<file path="config.mk">
export PLATFORM = sky130hd
export DESIGN_NAME = drac_l15_req_arbiter_flat
export DESIGN_NICKNAME = d
export VERILOG_FILES = /design/src/rtl/drac_l15_req_arbiter_pkg.sv /design/src/rtl/drac_l15_req_arbiter_if.sv /design/src/rtl/drac_l15_req_arbiter_rr_arbiter.sv /design/src/rtl/drac_l15_req_arbiter.sv /design/src/flat_wrapper.sv
export SDC_FILE = /design/constraint.sdc
export NUM_CORES = 1
export LEC_CHECK = 0
export ABC_AREA = 1
export BUFFER_PORTS_ARGS = -buffer_cell sky130_fd_sc_hd__buf_2
export CAP_MARGIN = 20
export CORE_AREA = 2 2 316 318
export CTS_BUF_LIST = sky130_fd_sc_hd__clkbuf_8
export DETAILED_ROUTE_END_ITERATION = 16
export DIE_AREA = 0 0 318 320
export PLACE_DENSITY = 0.31
export SLEW_MARGIN = 25
export SYNTH_ARGS = -nofsm -noshare
export SYNTH_HDL_FRONTEND = slang
export SYNTH_HIERARCHICAL = 1
export SYNTH_SLANG_ARGS = --single-unit
</file>
<file path="constraint.sdc">
create_clock -name clk -period 5.05 [get_ports clk]
set_input_delay 0.2525 -clock clk [delete_from_list [all_inputs] [get_ports clk]]
set_output_delay 0.2525 -clock clk [all_outputs]
set_load 0.01 [all_outputs]
</file>
<file path="src/rtl/drac_l15_req_arbiter_pkg.sv">
// drac_l15_req_arbiter_pkg: shared sizes, port ids and types for the L1.5 request arbiter
package drac_l15_req_arbiter_pkg;
    localparam int NUM_PORTS       = 5;
    localparam int PAYLOAD_W       = 128;
    localparam int MAX_OUTSTANDING = 4;
    localparam int CNT_W           = $clog2(MAX_OUTSTANDING + 1);
    localparam int PORTID_W        = (NUM_PORTS > 1) ? $clog2(NUM_PORTS) : 1;
    typedef logic [PORTID_W-1:0] l15_arb_portid_t;
    typedef logic [CNT_W-1:0] cnt_t;
    typedef enum logic {IDLE, ISSUE} arb_state_t;
    localparam l15_arb_portid_t ICACHE = 0;
    localparam l15_arb_portid_t DMISS  = 1;
    localparam l15_arb_portid_t WBUF   = 2;
    localparam l15_arb_portid_t UCRD   = 3;
    localparam l15_arb_portid_t UCWR   = 4;
endpackage

</file>
<file path="src/rtl/drac_l15_req_arbiter_if.sv">
// drac_l15_req_arbiter_if: core request ports, L1.5 request/return channel and debug status
interface drac_l15_req_arbiter_if;
    import drac_l15_req_arbiter_pkg::*;
    logic [NUM_PORTS-1:0]           req_valid;
    logic [NUM_PORTS-1:0]           req_ready;
    logic [NUM_PORTS*PAYLOAD_W-1:0] req_payload;
    logic                           l15_val;
    logic [PAYLOAD_W-1:0]           l15_payload;
    l15_arb_portid_t                l15_portid;
    logic                           l15_header_ack;
    logic                           rtrn_valid;
    l15_arb_portid_t                rtrn_portid;
    logic [NUM_PORTS*CNT_W-1:0]     outst_cnt;
    logic                           err;
    modport master (
        input  req_valid, req_payload, l15_header_ack, rtrn_valid, rtrn_portid,
        output req_ready, l15_val, l15_payload, l15_portid, outst_cnt, err
    );
    modport slave (
        output req_valid, req_payload, l15_header_ack, rtrn_valid, rtrn_portid,
        input  req_ready, l15_val, l15_payload, l15_portid, outst_cnt, err
    );
endinterface

</file>
<file path="src/rtl/drac_l15_req_arbiter_rr_arbiter.sv">
// drac_rr_arbiter: combinational round-robin pick, first request at or after ptr
module drac_rr_arbiter
    import drac_l15_req_arbiter_pkg::*;
#(
    parameter int N = NUM_PORTS
) (
    input  logic [N-1:0]    req,
    input  l15_arb_portid_t ptr,
    output logic [N-1:0]    grant,
    output l15_arb_portid_t idx,
    output logic            any
);
    logic [N-1:0]          rot;
    logic [PORTID_W-1:0]   off;
    logic [PORTID_W:0]     sum;
    assign any = |req;
    // rot[k] is req[(ptr+k) mod N], so the lowest set bit is the winner's offset
    always_comb begin
        rot = N'({req, req} >> ptr);
        off = '0;
        for (int k = N - 1; k >= 0; k--)
            if (rot[k]) off = PORTID_W'(k);
        sum = {1'b0, ptr} + {1'b0, off};
        idx = (sum >= (PORTID_W+1)'(N)) ? PORTID_W'(sum - (PORTID_W+1)'(N)) : sum[PORTID_W-1:0];
        grant = any ? N'(1) << idx : '0;
    end
endmodule

</file>
<file path="src/rtl/drac_l15_req_arbiter.sv">
// drac_l15_req_arbiter: round-robin arbiter of core request streams onto the single L1.5 slot
// with per-port outstanding credits returned by the L1.5 completion path.
module drac_l15_req_arbiter
    import drac_l15_req_arbiter_pkg::*;
(
    input logic clk,
    input logic rst,
    drac_l15_req_arbiter_if.master bus
);
    arb_state_t           state, state_nxt;
    l15_arb_portid_t      ptr, win, portid;
    logic [PAYLOAD_W-1:0] payload;
    logic [NUM_PORTS-1:0] elig, grant, inc, dec, zero;
    logic                 any, take, err;
    cnt_t                 cnt [NUM_PORTS];

    drac_rr_arbiter #(.N(NUM_PORTS)) u_rr (
        .req   (elig),
        .ptr   (ptr),
        .grant (grant),
        .idx   (win),
        .any   (any)
    );

    for (genvar i = 0; i < NUM_PORTS; i++) begin : g_port
        assign elig[i] = bus.req_valid[i] & (cnt[i] < cnt_t'(MAX_OUTSTANDING));
        assign inc[i]  = take & grant[i];
        assign dec[i]  = bus.rtrn_valid & (bus.rtrn_portid == l15_arb_portid_t'(i));
        assign zero[i] = (cnt[i] == '0);
        assign bus.outst_cnt[i*CNT_W +: CNT_W] = cnt[i];
    end

    always_comb begin
        take      = ~rst & ((state == IDLE) | bus.l15_header_ack) & any;
        state_nxt = take ? ISSUE : (bus.l15_header_ack ? IDLE : state);
    end

    always_ff @(posedge clk or posedge rst) begin
        if (rst) begin
            state   <= IDLE;
            ptr     <= '0;
            portid  <= '0;
            payload <= '0;
            err     <= 1'b0;
            for (int i = 0; i < NUM_PORTS; i++) cnt[i] <= '0;
        end else begin
            state <= state_nxt;
            // a completion with no in-flight transaction to retire (zero count or bad id)
            err   <= err | (bus.rtrn_valid & ~|(dec & ~zero));
            if (take) begin
                payload <= bus.req_payload[win*PAYLOAD_W +: PAYLOAD_W];
                portid  <= win;
                ptr     <= (win == l15_arb_portid_t'(NUM_PORTS - 1)) ? '0 : win + 1'b1;
            end
            for (int i = 0; i < NUM_PORTS; i++)
                if (inc[i] != dec[i] && !(dec[i] && zero[i]))
                    cnt[i] <= inc[i] ? cnt[i] + 1'b1 : cnt[i] - 1'b1;
        end
    end

    assign bus.req_ready   = take ? grant : '0;
    assign bus.l15_val     = (state == ISSUE);
    assign bus.l15_payload = payload;
    assign bus.l15_portid  = portid;
    assign bus.err         = err;
endmodule

</file>
<file path="src/flat_wrapper.sv">
// flat-port wrapper written by rule: the top's interface ports become plain ports
module drac_l15_req_arbiter_flat import drac_l15_req_arbiter_pkg::*;
  (clk, rst, bus_req_valid, bus_req_payload, bus_l15_header_ack, bus_rtrn_valid, bus_rtrn_portid, bus_req_ready, bus_l15_val, bus_l15_payload, bus_l15_portid, bus_outst_cnt, bus_err);
  drac_l15_req_arbiter_if bus_i ();
  input logic clk;
  input logic rst;
  input wire logic [$bits(bus_i.req_valid)-1:0] bus_req_valid;
  input wire logic [$bits(bus_i.req_payload)-1:0] bus_req_payload;
  input wire logic [$bits(bus_i.l15_header_ack)-1:0] bus_l15_header_ack;
  input wire logic [$bits(bus_i.rtrn_valid)-1:0] bus_rtrn_valid;
  input wire logic [$bits(bus_i.rtrn_portid)-1:0] bus_rtrn_portid;
  output wire logic [$bits(bus_i.req_ready)-1:0] bus_req_ready;
  output wire logic [$bits(bus_i.l15_val)-1:0] bus_l15_val;
  output wire logic [$bits(bus_i.l15_payload)-1:0] bus_l15_payload;
  output wire logic [$bits(bus_i.l15_portid)-1:0] bus_l15_portid;
  output wire logic [$bits(bus_i.outst_cnt)-1:0] bus_outst_cnt;
  output wire logic [$bits(bus_i.err)-1:0] bus_err;
  assign bus_i.req_valid = bus_req_valid;
  assign bus_i.req_payload = bus_req_payload;
  assign bus_i.l15_header_ack = bus_l15_header_ack;
  assign bus_i.rtrn_valid = bus_rtrn_valid;
  assign bus_i.rtrn_portid = bus_rtrn_portid;
  assign bus_req_ready = bus_i.req_ready;
  assign bus_l15_val = bus_i.l15_val;
  assign bus_l15_payload = bus_i.l15_payload;
  assign bus_l15_portid = bus_i.l15_portid;
  assign bus_outst_cnt = bus_i.outst_cnt;
  assign bus_err = bus_i.err;
  drac_l15_req_arbiter u_core (.clk(clk), .rst(rst), .bus(bus_i));
endmodule
</file>
==> results.sh, run 1 <==
export IMPL_status="complete, no violations"
export IMPL_worstSetupEndpointType="flop"
export IMPL_synth_seq_cells=151
export IMPL_avgRoutedWirePerCell_microns=19.3
export IMPL_slew_headroom_pct=37.7
export IMPL_port_buffers=804
export IMPL_routed_wl_mm=75.9
export IMPL_clock_sinks=151
export IMPL_num_rows=115
export IMPL_cap_violations=0
export IMPL_rrSetupSlack_ns=0.37
export IMPL_vias=15866
export IMPL_grt_use_total_pct=14.2
export IMPL_via_per_inst=4.03
export IMPL_cts_root_buf="clkbuf_8"
export IMPL_worstPathMaxFanout=61
export IMPL_fmaxAchievable_mhz=213
export IMPL_start_kind="flop"
export IMPL_hold_class="in2reg"
export IMPL_area_growth_pct=66.0
export IMPL_chipHeight_microns=320
export IMPL_hold_viol_final=0
export IMPL_finClkSkew_ns=0.0209
export IMPL_cts_buffers=17
export IMPL_path_class="reg2reg"
export IMPL_drt_pass1_iterations=5
export IMPL_h_tree_depth=4
export IMPL_async_flop_share_pct=100
export IMPL_clkLatencyLatePin_ns=0.57
export IMPL_cp_arrival_ns=5.18
export IMPL_start_util_pct=11.5
export IMPL_synthFlopType="dfrtp_1"
export IMPL_grt_antenna_before_repair=13
export IMPL_tns_ns=0
export IMPL_fin_cells=3937
export IMPL_num_nets_final=3302
export IMPL_critPathRequiredTime_ns=5.55
export IMPL_finalSetupViolCount=0
export IMPL_rsz0062_at_grt="no"
export IMPL_syn_inst=1756
export IMPL_drtIter0Drc=939
export IMPL_ys_seq_area_share_pct=33.5
export IMPL_dp_cells=3748
export IMPL_overflow=0
export IMPL_io_pins=805
export IMPL_drv_slew=0
export IMPL_syn_area_sq_mm=0.0113
export IMPL_gp_congestion=0.848
export IMPL_die_w_microns=318
export IMPL_synth_distinct_cells=25
export IMPL_drive_gt1_share_pct=34.1
export IMPL_grt_pass1_wl_mm=108
export IMPL_synth_edf_count=0
export IMPL_drc=0
export IMPL_period_needed_ns=4.68
export IMPL_worst_pin_slew_ns=0.934
export IMPL_core_sq_mm=0.0980
export IMPL_die_area_sq_mm=0.102
export IMPL_cts_tree="yes"
export IMPL_path_clk_slew_ns=0.09
export IMPL_ys_warn_count=6
export IMPL_syn_nets=2421
export IMPL_grt_max_degree=120
export IMPL_period_share_pct=92.8
export IMPL_syn_avg_cell_area_sq_um=6.43
export IMPL_hpwl_mm=58.5
export IMPL_grt_pass1_vias=16281
export IMPL_ant_nets=0
export IMPL_cts_buffer_depth=2
[cells by family after synthesis]
logic type	share of synthesized area, %
AOI/OAI and AO/OA	19.0
adders and majority gates	1.84
buffers and inverters	8.93
DFF	33.5
and+or+nand+nor	36.7
[cells in the mapped netlist (2+ instances only)]
cell type	n	area [sq um]
inv_2	4	15.0
o21ai_1	103	515
nor3_1	2	10.0
o22ai_1	128	801
nand3_2	2	20.0
buf_2	72	360
nand2_2	5	31.3
nand2_1	381	1430
o21ai_0	161	806
a21oi_1	4	20.0
dfrtp_1	151	3780
inv_1	61	229
buf_4	7	52.6
nand3_1	309	1550
nor2_4	2	22.5
nor2_1	284	1070
clkbuf_2	3	15.0
clkbuf_1	46	173
fa_1	6	120
ha_1	7	87.6
buf_6	14	158
[critical path: stages, from the launching register on]
cell and delay (ns):
dfrtp_1 0.41, nor2_1 0.26, nand2_1 0.11, nand2_1 0.10, nand2_1 0.07, nand2_1 0.06
nand2_1 0.04, nand2_1 0.06, nand2_1 0.05, a21oi_1 0.13, ha_1 0.21, fa_1 0.43
inv_1 0.14, ha_1 0.17, inv_1 0.04, nand2_1 0.06, nand3_2 0.11, nand2_2 0.11
nand3_2 0.07, nand2_1 0.17, inv_1 0.16, nor3_4 0.27, buf_12 0.17, buf_16 0.25
nand3_1 0.13, nand3_1 0.14, dlygate4sd3_1 0.56
[placed cells by master, fill, tap and decap left out, types with 4 or more instances in the layout]
cell type / count
a21oi_1: 4
nand2_2: 4
inv_1: 59
o21ai_1: 103
inv_6: 4
buf_4: 35
dlygate4sd3_1: 151
diode_2: 4
nand2_1: 381
o22ai_1: 128
clkbuf_8: 18
buf_2: 804
o21ai_0: 161
bufinv_16: 5
nand3_1: 309
fa_1: 6
dfrtp_1: 150
ha_1: 7
nor2_1: 282
buf_12: 9
[routing by layer]
metal,global-route usage [%],share of wire (%),routed length [microns],vias to the layer above
met4,4.37,2.1,1620,14
met1,17.6,43,32600,7528
met5,0,0.12,90,-
met2,24.1,49,37300,526
met3,3.59,5.7,4350,79
li1,-,-,-,7719
[through the flow]
step                      hold slack, ns  setup WS, ns  util, %  instance area (sq um)
final                             0.0960         0.365     19.1                  18700
after global routing              0.0395        0.0261     19.1                  18700
after CTS                      0.0000521         0.262     19.0                  18600
after detailed placement           0.217         0.583     17.0                  16700
after global placement             0.216         0.556     17.0                  16700
after floorplan                    0.417          1.16        -                  11300
[cell type report]
cell class                 count  area, sq um
antenna                        4         10.0
clock buffer                  18          248
clock inverter                10          181
fill                       11487        79300
inverter                      66          312
multi-input combinational   1397         6520
sequential                   151         3780
tap                         1287         1610
timing repair buffer        1003         6070
timing repair inverter         1         8.76
[path summary, 6_finish.rpt]
path / startpoint / end / cells past startpoint
max reg2reg: u_core/bus.outst_cnt[14]$_DFFE_PP0P_ / u_core/bus.l15_payload[100]$_DFFE_PP0N_ / 26
max: u_core/bus.outst_cnt[14]$_DFFE_PP0P_ / u_core/bus.l15_payload[100]$_DFFE_PP0N_ / 26
min in group asynchronous: rst / u_core/bus.outst_cnt[6]$_DFFE_PP0P_ / 3
min reg2reg: u_core/bus.l15_payload[13]$_DFFE_PP0N_ / u_core/bus.l15_payload[13]$_DFFE_PP0N_ / 2
max in group asynchronous: rst / u_core/bus.l15_payload[90]$_DFFE_PP0N_ / 5
min: bus_req_payload[70] / u_core/bus.l15_payload[70]$_DFFE_PP0N_ / 5
[flip-flops by register name, summed over array words and instances, names as in the netlist]
register and cells:
u_core/bus.l15_payload 128, u_core/bus.l15_val 1, u_core/bus.outst_cnt 15, u_core/bus.err 1, u_core/ptr 3, u_core/bus.l15_portid 3
[what timing repair did]
item / 4_1_cts / 5_1_grt
hold endpoints to repair: 151 / 0
buffers inserted: 0 / 4
setup endpoints to repair: 0 / 19
resized for setup: 0 / 14
hold buffers: 151 / 0
Power of run 1 is not shown: default switching activity piles up to over one toggle a cycle in this logic, so the estimate is an artifact.
==> inputs of run 2 (changes only) <==
Settings changed: RECOVER_POWER from default to 50.
Clock period 5.05 ns to 4.5 ns, I/O delays scaled along.
==> run 2 against run 1 <==
- the run now ends with capacitance limit, slew limit left
- maximum frequency increased by 11%
- utilization rose by 2.1 points
- clock skew is 0.0024 ns lower
- global-route usage is 0.17 points higher
- sequential cell count is the same
- worst hold slack got worse by 0.027 ns
- wire length grew 5.5%
- cell count is 5.3% higher
==> results.sh, run 2 (same netlist as run 1, synthesis figures left out) <==
export IMPL_layout_commonest_cell="buf_2"
export IMPL_gp_congestion=0.838
export IMPL_grt_pass1_vias=17020
export IMPL_critical_path_top_delay_family="buffers and inverters"
export IMPL_clkLatencyLatePin_ns=0.60
export IMPL_hpwl_mm=59.7
export IMPL_grt_use_total_pct=14.4
export IMPL_cts_buffers=17
export IMPL_path_cells="inv_1 > nand3_1 > nand3_1 > nand2_2 > nand2_1 > a21oi_2 > ha_2 > fa_1 > inv_2 > ha_1 > inv_1 > nand2_1 > nand3_2 > nand2_2 > nand2_1 > nand2_2 > clkinv_4 > buf_12 > o21ai_0 > o22ai_1 > nand2_1 > nand3_1 > dlygate4sd3_1"
export IMPL_rsz0062_at_grt="yes"
export IMPL_via_per_inst=4.05
export IMPL_dp_cells=3771
export IMPL_start_util_pct=11.5
export IMPL_cp_common_cell="nand2_1"
export IMPL_fin_cells=4145
export IMPL_start_kind="flop"
export IMPL_drc=0
export IMPL_die_w_microns=318
export IMPL_max_stage_delay_ns=0.54
export IMPL_cts_tree="yes"
export IMPL_critPathRequiredTime_ns=5.03
export IMPL_holdWs_ns=0.0691
export IMPL_vias=16784
export IMPL_hold_class="in2reg"
export IMPL_grt_antenna_before_repair=9
export IMPL_path_clk_slew_ns=0.11
export IMPL_num_nets_final=3500
export IMPL_violations="capacitance limit, slew limit"
export IMPL_critPathBufInv=6
export IMPL_final_cell_mix="687 x buf_2, 379 x nand2_1, 303 x nand3_1, 299 x dlygate4sd3_1, 273 x nor2_1"
export IMPL_num_rows=115
export IMPL_slew_headroom_pct=-10.8
export IMPL_placed_cell_area_sq_mm=0.0169
export IMPL_worst_pin_slew_ns=1.65
export IMPL_avgRoutedWirePerCell_microns=19.3
export IMPL_path_class="reg2reg"
export IMPL_worstPathMaxFanout=69
export IMPL_port_buffers=804
export IMPL_cts_root_buf="clkbuf_8"
export IMPL_drtIter0Drc=1034
export IMPL_drv_slew=30
export IMPL_period_needed_ns=4.21
export IMPL_clock_sinks=151
export IMPL_cpMaxStageDelayCell="dlygate4sd3_1"
export IMPL_cap_violations=1
export IMPL_grt_max_degree=97
export IMPL_io_pins=805
export IMPL_overflow=0
export IMPL_core_sq_mm=0.0980
export IMPL_chipHeight_microns=320
export IMPL_drive_gt1_share_pct=30.5
export IMPL_die_area_sq_mm=0.102
export IMPL_period_share_pct=93.6
export IMPL_cts_buffer_depth=2
export IMPL_place_ws_ns=0.149
export IMPL_stdcell_area_sq_mm=0.0208
export IMPL_largest_reg_flops=128
export IMPL_finalWorstSetupSlack_ns=0.287
export IMPL_drt_pass1_iterations=7
export IMPL_status="complete, but fails checks"
export IMPL_cp_arrival_ns=4.75
export IMPL_area_growth_pct=84.5
export IMPL_h_tree_depth=4
export IMPL_ant_nets=0
export IMPL_finClkSkew_ns=0.0185
export IMPL_routed_wl_mm=80.1
export IMPL_hold_viol_final=0
export IMPL_grt_pass1_wl_mm=110
export IMPL_fmaxAchievable_mhz=237
export IMPL_finalSetupViolCount=0
export IMPL_final_fill_count=11424
export IMPL_worstSetupEndpointType="flop"
==> run 2: cell count changes in the layout (fill, tap and decap cells not counted), moves of 11 or more <==
cell / previous run / this run
clkbuf_1: 0 / 118
buf_2: 804 / 687
dlygate4sd3_1: 151 / 299
buf_4: 35 / 61
o21ai_0: 161 / 147
o21ai_1: 103 / 114
==> run 2: routing by layer <==
metal / up-vias / global-route usage [%] / wire length (microns)
li1: 8139 / - / -
met1: 7987 / 17.3 / 34000
met2: 570 / 25.1 / 39700
met3: 86 / 3.33 / 4490
met4: 2 / 5.12 / 1980
met5: - / 0 / 12
==> run 2: worst paths after layout <==
check	startpoint	to	slack, ns	depth (start not counted)
max	u_core/ptr[1]$_DFFE_PP0N_	u_core/bus.l15_payload[123]$_DFFE_PP0N_	0.29	23
min	bus_req_payload[189]	u_core/bus.l15_payload[61]$_DFFE_PP0N_	0.07	5
max reg2reg	u_core/ptr[1]$_DFFE_PP0N_	u_core/bus.l15_payload[123]$_DFFE_PP0N_	0.29	23
min reg2reg	u_core/bus.err$_DFF_PP0_	u_core/bus.err$_DFF_PP0_	0.48	2
max in group asynchronous	rst	u_core/bus.l15_payload[40]$_DFFE_PP0N_	1.90	5
min in group asynchronous	rst	u_core/bus.l15_portid[2]$_DFFE_PP0N_	0.58	3
==> run 2: repair_timing <==
action                                  4_1_cts  5_1_grt
endpoints found under the hold margin       155        0
endpoints found under the setup margin        5       48
setup buffers                                 1       22
gates cloned                                  0       10
pin swaps                                     0        4
hold buffers                                299        0
gates resized for setup                       9       78
==> run 2: cell type report <==
cell class | instances | area (sq um) | area share, %
Clock buffer | 17 | 234 | 1.12
Clock inverter | 15 | 168 | 0.805
Timing Repair Buffer | 1201 | 8040 | 38.6
Multi-Input combinational cell | 1397 | 6630 | 31.8
Inverter | 66 | 337 | 1.62
Tap cell | 1287 | 1610 | 7.73
Antenna cell | 10 | 25.0 | 0.120
Sequential cell | 151 | 3780 | 18.2
Timing Repair inverter | 1 | 8.76 | 0.0420
==> run 2: metrics by stage <==
stage | util [%] | TNS [ns]
5_1_grt | 21.2 | -0.156
6_report | 21.3 | 0
3_3_place_gp | 17.2 | 0
3_5_place_dp | 17.2 | 0
2_1_floorplan | - | 0
4_1_cts | 20.7 | 0
==> run 2: worst register-to-register path, delay by kind of cell (launching register included) <==
kind	cells	cell delay (ns)
AOI/OAI and AO/OA	3	0.57
adders and majority gates	3	0.89
buffers and inverters	6	1.22
DFF	1	0.48
and+or+nand+nor	11	0.99
Power of run 2 is left out for the same reason.
